===== src/rtl/if_id_stage.sv =====
// Fetch stage and IF/ID pipeline register of the pipelined RV32I core.
// Holds PCF, drives the instruction-memory address and captures the fetched word for decode.
module if_id_stage #(
   parameter logic [31:0] RESET_PC = 32'h0000_0000,
   parameter logic [31:0] NOP_INST = 32'h0000_0013
) (
   input  logic        clk,
   input  logic        rst_n,
   input  logic        StallF,
   input  logic        StallD,
   input  logic        FlushD,
   input  logic        PCSrcE,
   input  logic [31:0] PCTargetE,
   output logic [31:0] ImemAddrF,
   input  logic [31:0] ImemRdataF,
   output logic [31:0] InstD,
   output logic [31:0] PCD,
   output logic [31:0] PCPlus4D,
   output logic        ValidD
);

   localparam int unsigned XLEN = 32;

   logic [XLEN-1:0] pcf_q, pcf_d;
   logic [XLEN-1:0] inst_d_q, inst_d_d;
   logic [XLEN-1:0] pc_d_q, pc_d_d;
   logic [XLEN-1:0] pc_plus4_d_q, pc_plus4_d_d;
   logic            valid_d_q, valid_d_d;
   logic [XLEN-1:0] pc_plus4_f;

   assign pc_plus4_f = pcf_q + XLEN'(4);

   // Next-PC select: redirect beats stall; redirect target is forced word-aligned.
   always_comb begin
      pcf_d = pc_plus4_f;
      if (PCSrcE) begin
         pcf_d = {PCTargetE[XLEN-1:2], 2'b00};
      end else if (StallF) begin
         pcf_d = pcf_q;
      end
   end

   // IF/ID register next state: flush inserts a bubble even while stalled.
   always_comb begin
      inst_d_d     = inst_d_q;
      pc_d_d       = pc_d_q;
      pc_plus4_d_d = pc_plus4_d_q;
      valid_d_d    = valid_d_q;
      if (FlushD) begin
         inst_d_d     = NOP_INST;
         pc_d_d       = '0;
         pc_plus4_d_d = '0;
         valid_d_d    = 1'b0;
      end else if (!StallD) begin
         inst_d_d     = ImemRdataF;
         pc_d_d       = pcf_q;
         pc_plus4_d_d = pc_plus4_f;
         valid_d_d    = 1'b1;
      end
   end

   always_ff @(posedge clk) begin
      if (!rst_n) begin
         pcf_q        <= RESET_PC;
         inst_d_q     <= NOP_INST;
         pc_d_q       <= '0;
         pc_plus4_d_q <= '0;
         valid_d_q    <= 1'b0;
      end else begin
         pcf_q        <= pcf_d;
         inst_d_q     <= inst_d_d;
         pc_d_q       <= pc_d_d;
         pc_plus4_d_q <= pc_plus4_d_d;
         valid_d_q    <= valid_d_d;
      end
   end

   assign ImemAddrF = pcf_q;
   assign InstD     = inst_d_q;
   assign PCD       = pc_d_q;
   assign PCPlus4D  = pc_plus4_d_q;
   assign ValidD    = valid_d_q;

endmodule

===== config.mk =====
export PLATFORM = sky130hd
export DESIGN_NAME = if_id_stage
export DESIGN_NICKNAME = d
export VERILOG_FILES = /design/src/rtl/if_id_stage.sv
export SDC_FILE = /design/constraint.sdc
export NUM_CORES = 1
export LEC_CHECK = 0
export ABC_AREA = 1
export BUFFER_PORTS_ARGS = -buffer_cell sky130_fd_sc_hd__buf_2
export CAP_MARGIN = 20
export CORE_MARGIN = 3
export CORE_UTILIZATION = 55
export CTS_BUF_LIST = sky130_fd_sc_hd__clkbuf_8
export CTS_CLUSTER_SIZE = 10
export DETAILED_ROUTE_END_ITERATION = 16
export HOLD_SLACK_MARGIN = 0.05
export PLACE_DENSITY_LB_ADDON = 0.3
export SLEW_MARGIN = 10
export SYNTH_ARGS = -nofsm -noshare
export SYNTH_HDL_FRONTEND = slang
export SYNTH_SLANG_ARGS = --single-unit

===== constraint.sdc =====
create_clock -name clk -period 3.3 [get_ports clk]
set_input_delay 0 -clock clk [delete_from_list [all_inputs] [get_ports clk]]
set_output_delay 0 -clock clk [all_outputs]
set_load 0.005 [all_outputs]

# After elaboration in Yosys (flattened, before gate mapping)
# Index checks and enable logic that the tools add are counted.
[word_totals]
in_bits = 70
reg_bits = 129
out_inout_bits = 129
[op_classes]
bitwise_logic = 1
n_eq_ne = 1
n_addsub = 1
n_mux = 2
n_reduce_logical = 2
[ops]
columns = ["op", "count"]
rows = [
  ["$mux W32", 2],
  ["$add A32 B3 Y32 const B", 1],
  ["$reduce_or A2 Y1", 2],
  ["$ne A2 B1 Y1 const B", 1],
  ["$not A1 Y1", 1],
]

# Longest topological paths before layout
[logic_depth]
word_depth = 3
ltp_mapped = 10
mapped_depth_nobuf = 10

# Worst setup path before layout
# No wires, ideal clock.
[synth_timing]
path_kind = "reg2reg"
start = "register pcf_q[2], in the netlist ImemAddrF[2]"
end = "register pc_plus4_d_q[24], in the netlist PCPlus4D[24]"
setup_ns = 0.115
path_buffers = 0
t_required_ns = 3.185
path_stages_with_launch = 11
t_arrival_ns = 1.377
path_slack_ns = 1.807
path_cell_list = "dfxtp_1 ha_1 nand2_1 nor2_4 nand2_1 nor2_2 nand2_1 nand2_1 nand2_1 o21ai_0 inv_1"
[synth_via]
elab_chain_len = 1
[synth_rtl]
columns = ["item", "line", "text"]
rows = [
  ["start, declared", "24", "logic [XLEN-1:0] pcf_q, pcf_d;"],
  ["start signal, assigned", "70", "pcf_q <= pcf_d;"],
  ["$add A32 B3 Y32", "31", "assign pc_plus4_f = pcf_q + XLEN'(4);"],
  ["end signal, assigned", "73", "pc_plus4_d_q <= pc_plus4_d_d;"],
  ["end, declared", "27", "logic [XLEN-1:0] pc_plus4_d_q, pc_plus4_d_d;"],
]
# Every way passes these cells.
# A chain may end at the register's enable or synchronous reset.

# Final worst setup path
[layout_timing]
start = "register pcf_q[3], in the netlist ImemAddrF[3]"
end = "register pcf_q[26], in the netlist ImemAddrF[26]"
[layout_via]
elab_chain_len = 3
[layout_rtl]
columns = ["item", "line", "text"]
rows = [
  ["$add A32 B3 Y32", "31", ""],
  ["$mux W32", "38", "end else if (StallF) begin"],
  ["$mux W32", "36", "if (PCSrcE) begin"],
]
# Every way passes these cells. The select of a mux whose other input is x is not followed.

==> results.sh <==
export IMPL_outcome="complete, no violations"
export IMPL_p_sw_share_pct=26.9
export IMPL_crit_path_start_kind="flop"
export IMPL_grt_pass1_vias=5849
export IMPL_num_vias=6025
export IMPL_viasPerCell=5.15
export IMPL_fillers=659
export IMPL_antenna_found_initial=0
export IMPL_fin_area_um2=7570
export IMPL_synth_compound_area_share_pct=15.7
export IMPL_placed_cell_area_um2=6390
export IMPL_pwr_share_seq_pct=47.0
export IMPL_fin_crit_ps=2270
export IMPL_multi_input_area_um2=2440
export IMPL_synth_edff_count=0
export IMPL_crit_buf_inv=1
export IMPL_globalRouteOverflowTotal=0
export IMPL_clk_pin_slew_ps=70
export IMPL_peakVddDrop_mv=0.326
export IMPL_synthSimpleGateAreaFrac_pct=26.4
export IMPL_start_util_pct=57.6
export IMPL_worstMarginPinSlew_ps=1000
export IMPL_reg2reg_from="ImemAddrF[3]"
export IMPL_synth_fa_ha_area_share_pct=0.232
export IMPL_cts_htree_levels=4
export IMPL_synth_seq_area_share_pct=45.6
export IMPL_synthFlopType="dfxtp_1"
export IMPL_slowest_stage="dlygate4sd3_1"
export IMPL_die_w_um=105
export IMPL_post_route_period_util_pct=68.9
export IMPL_die_area_um2=11000
export IMPL_place_hpwl_mm=10.4
export IMPL_area_growth_pct=40.1
export IMPL_drt_iter0_markers=484
export IMPL_drtPass1Iterations=5
export IMPL_synth_area_top_cells="dfxtp_1 (46%), nand2_1 (16%), a21oi_1 (7.6%), o21ai_0 (5.9%), inv_1 (5.6%)"
export IMPL_clkSinkCount=123
export IMPL_synth_xor_area_share_pct=2.43
export IMPL_coreArea_um2=9370
export IMPL_ys_async_sr_fraction_pct=0
export IMPL_max_freq_mhz=440
export IMPL_port_buffers=190
export IMPL_regArea_um2=2460
export IMPL_grt_max_degree=81
export IMPL_finalSetupViolCount=0
export IMPL_netlist_instances=778
export IMPL_min_from="FlushD"
export IMPL_cts_buffers=17
export IMPL_p_switching_mw=0.913
export IMPL_cts_path_max_buffers=2
export IMPL_place_inst=1062
export IMPL_synthMuxAreaShare_pct=0
export IMPL_hold_depth=5
export IMPL_cap_violations=0
export IMPL_drive_gt1_share_pct=23.5
export IMPL_finalSetupTns_ps=0
export IMPL_r2r_setup_slack_ps=1030
export IMPL_hold_path_class="in2reg"
export IMPL_clockPowerShare_pct=40.8
export IMPL_gp_congestion=0.821
export IMPL_cts_setup_buffers=0
export IMPL_r2r_end="ImemAddrF[26]"
export IMPL_p_int_mw=2.48
export IMPL_yosysUniqueCellTypes=24
export IMPL_final_max_slew_viol_count=0
export IMPL_grt_pass1_wl_mm=27.9
export IMPL_synth_top_area_share_pct=45.6
export IMPL_p_comb_share_pct=12.3
export IMPL_path_cells="ha_1 -> nand2_1 -> nor2_4 -> nand2_4 -> nor2_4 -> nand2_1 -> nand2_1 -> nand3_1 -> a21oi_1 -> dlygate4sd3_1"
export IMPL_power_density_nw_per_um2=449
export IMPL_path_common_cell="nand2_1"
export IMPL_nNetsFinal=1100
export IMPL_final_cells=1171
export IMPL_cp_max_fo=5
export IMPL_min_to="PCD[26]"
export IMPL_hold_violations=0
export IMPL_die_y_um=105
export IMPL_synth_seq_cells=123
export IMPL_clockRootBuffer="clkbuf_8"
export IMPL_reg2regPathDepth=10
export IMPL_worst_ep_arrival_time_ps=2650
export IMPL_syn_area_um2=5400
export IMPL_crit_family="simple AND/OR/NAND/NOR gates"
export IMPL_rsz0062_at_grt="no"
export IMPL_cts_tree="done"
export IMPL_track_usage_pct=31.4
export IMPL_routed_wl_mm=17.1
export IMPL_relSlewSlack_pct=33.2
export IMPL_final_common_cell="nand2_1"
export IMPL_pin_count=199
export IMPL_critical_path_required_ps=3680
export IMPL_avgSynthCellArea_um2=6.94
export IMPL_final_cell_mix="nand2_1 (228), buf_2 (190), dfxtp_1 (123)"
export IMPL_clock_latency_ps=440
export IMPL_wl_per_cell_um=14.6
export IMPL_setup_worst_path_end_class="flop"
export IMPL_ant_nets=0
export IMPL_rows=35
export IMPL_drc=0
export IMPL_path_class="reg2reg"
export IMPL_power_mw=3.40
export IMPL_synth_top_family_by_area="simple AND/OR/NAND/NOR gates"
export IMPL_p_leak_nw=3.76
export IMPL_yosys_warnings=0
export IMPL_cpPeakStageDelay_ps=550
export IMPL_fin_skew_ps=10.9
export IMPL_synth_top_cell_by_area="dfxtp_1"
-- worst max path at each step --
stage	start	end	slack, ps	cells past startpoint
6_report	ImemAddrF[3]	ImemAddrF[26]	1030	10
5_1_grt	ImemAddrF[3]	ImemAddrF[26]	860	10
4_1_cts	ImemAddrF[3]	ImemAddrF[22]	1110	9
3_5_place_dp	PCSrcE	ImemAddrF[13]	1320	7
3_3_place_gp	PCSrcE	ImemAddrF[13]	1320	7
2_1_floorplan	ImemAddrF[2]	PCPlus4D[24]	1810	10
-- routing by layer --
metal,share of wire (%),global-route usage (%),up-vias,wire length [um]
li1,-,-,2941,-
met4,3.2,15.4,0,554
met5,0,0,-,0
met3,8.9,8.28,48,1530
met2,49,52.4,344,8390
met1,39,37.5,2692,6650
-- synthesized netlist by cell type, types with 3 or more instances --
| master | n |
|---|---|
| nand3_1 | 22 |
| buf_4 | 6 |
| nand2_1 | 228 |
| xnor2_1 | 4 |
| clkbuf_1 | 31 |
| dfxtp_1 | 123 |
| a21oi_1 | 82 |
| a22o_1 | 5 |
| xor2_1 | 11 |
| nor2_2 | 3 |
| a31oi_1 | 7 |
| o21ai_0 | 64 |
| nor2_4 | 8 |
| buf_2 | 10 |
| inv_1 | 80 |
| a21o_1 | 4 |
| nor2_1 | 80 |
-- cell type report --
cell class | instances | area share [%]
antenna | 1 | 0.0331
clock buffer | 17 | 3.09
clock inverter | 14 | 2.27
inverter | 81 | 4.03
multi-input combinational | 532 | 32.3
sequential | 123 | 32.5
tap | 129 | 2.13
timing repair buffer | 274 | 23.6
-- worst register-to-register path, stage by stage, from the launching register on --
cell and delay [ps]:
dfxtp_1 450, ha_1 230, nand2_1 90, nor2_4 160, nand2_4 110, nor2_4 220, nand2_1 110, nand2_1 100
nand3_1 70, a21oi_1 140, dlygate4sd3_1 550
-- repair_timing --
item,CTS,global route
endpoints found under the hold margin,62,0
hold buffers,77,0
resized for setup,0,0
-- flip-flops by register name, summed over array words and instances (netlist names) --
signal,flops
PCD,30
ValidD,1
InstD,32
ImemAddrF,30
PCPlus4D,30
-- power by group through the flow --
stage	Clock [mW]	Sequential (mW)	Combinational [mW]
final	1.38	1.59	0.418
after global placement	0	1.62	0.328
after detailed placement	0	1.63	0.332
after global routing	1.46	1.60	0.465
after floorplan	0	1.62	0.185
after CTS	1.39	1.59	0.405
-- stage by stage --
stage / util [%] / hold slack, ps / worst slack, ps
after detailed placement: 68.2 / 225 / 1320
after floorplan: - / 97.6 / 1810
after global routing: 80.7 / 80.3 / 858
after CTS: 80.7 / 56.7 / 1110
final: 80.7 / 77.9 / 1030
after global placement: 68.2 / 213 / 1320
-- cells by family (layout without fill, tap and decap cells) --
kind of cell,Yosys count,count (layout)
compound gates,162,162
xor+xnor,15,15
fa+ha+maj,1,1
buf+inv,128,386
flops,123,123
other cells,1,7
simple gates,348,348
Note: power is estimated with default switching activity, not from simulation.
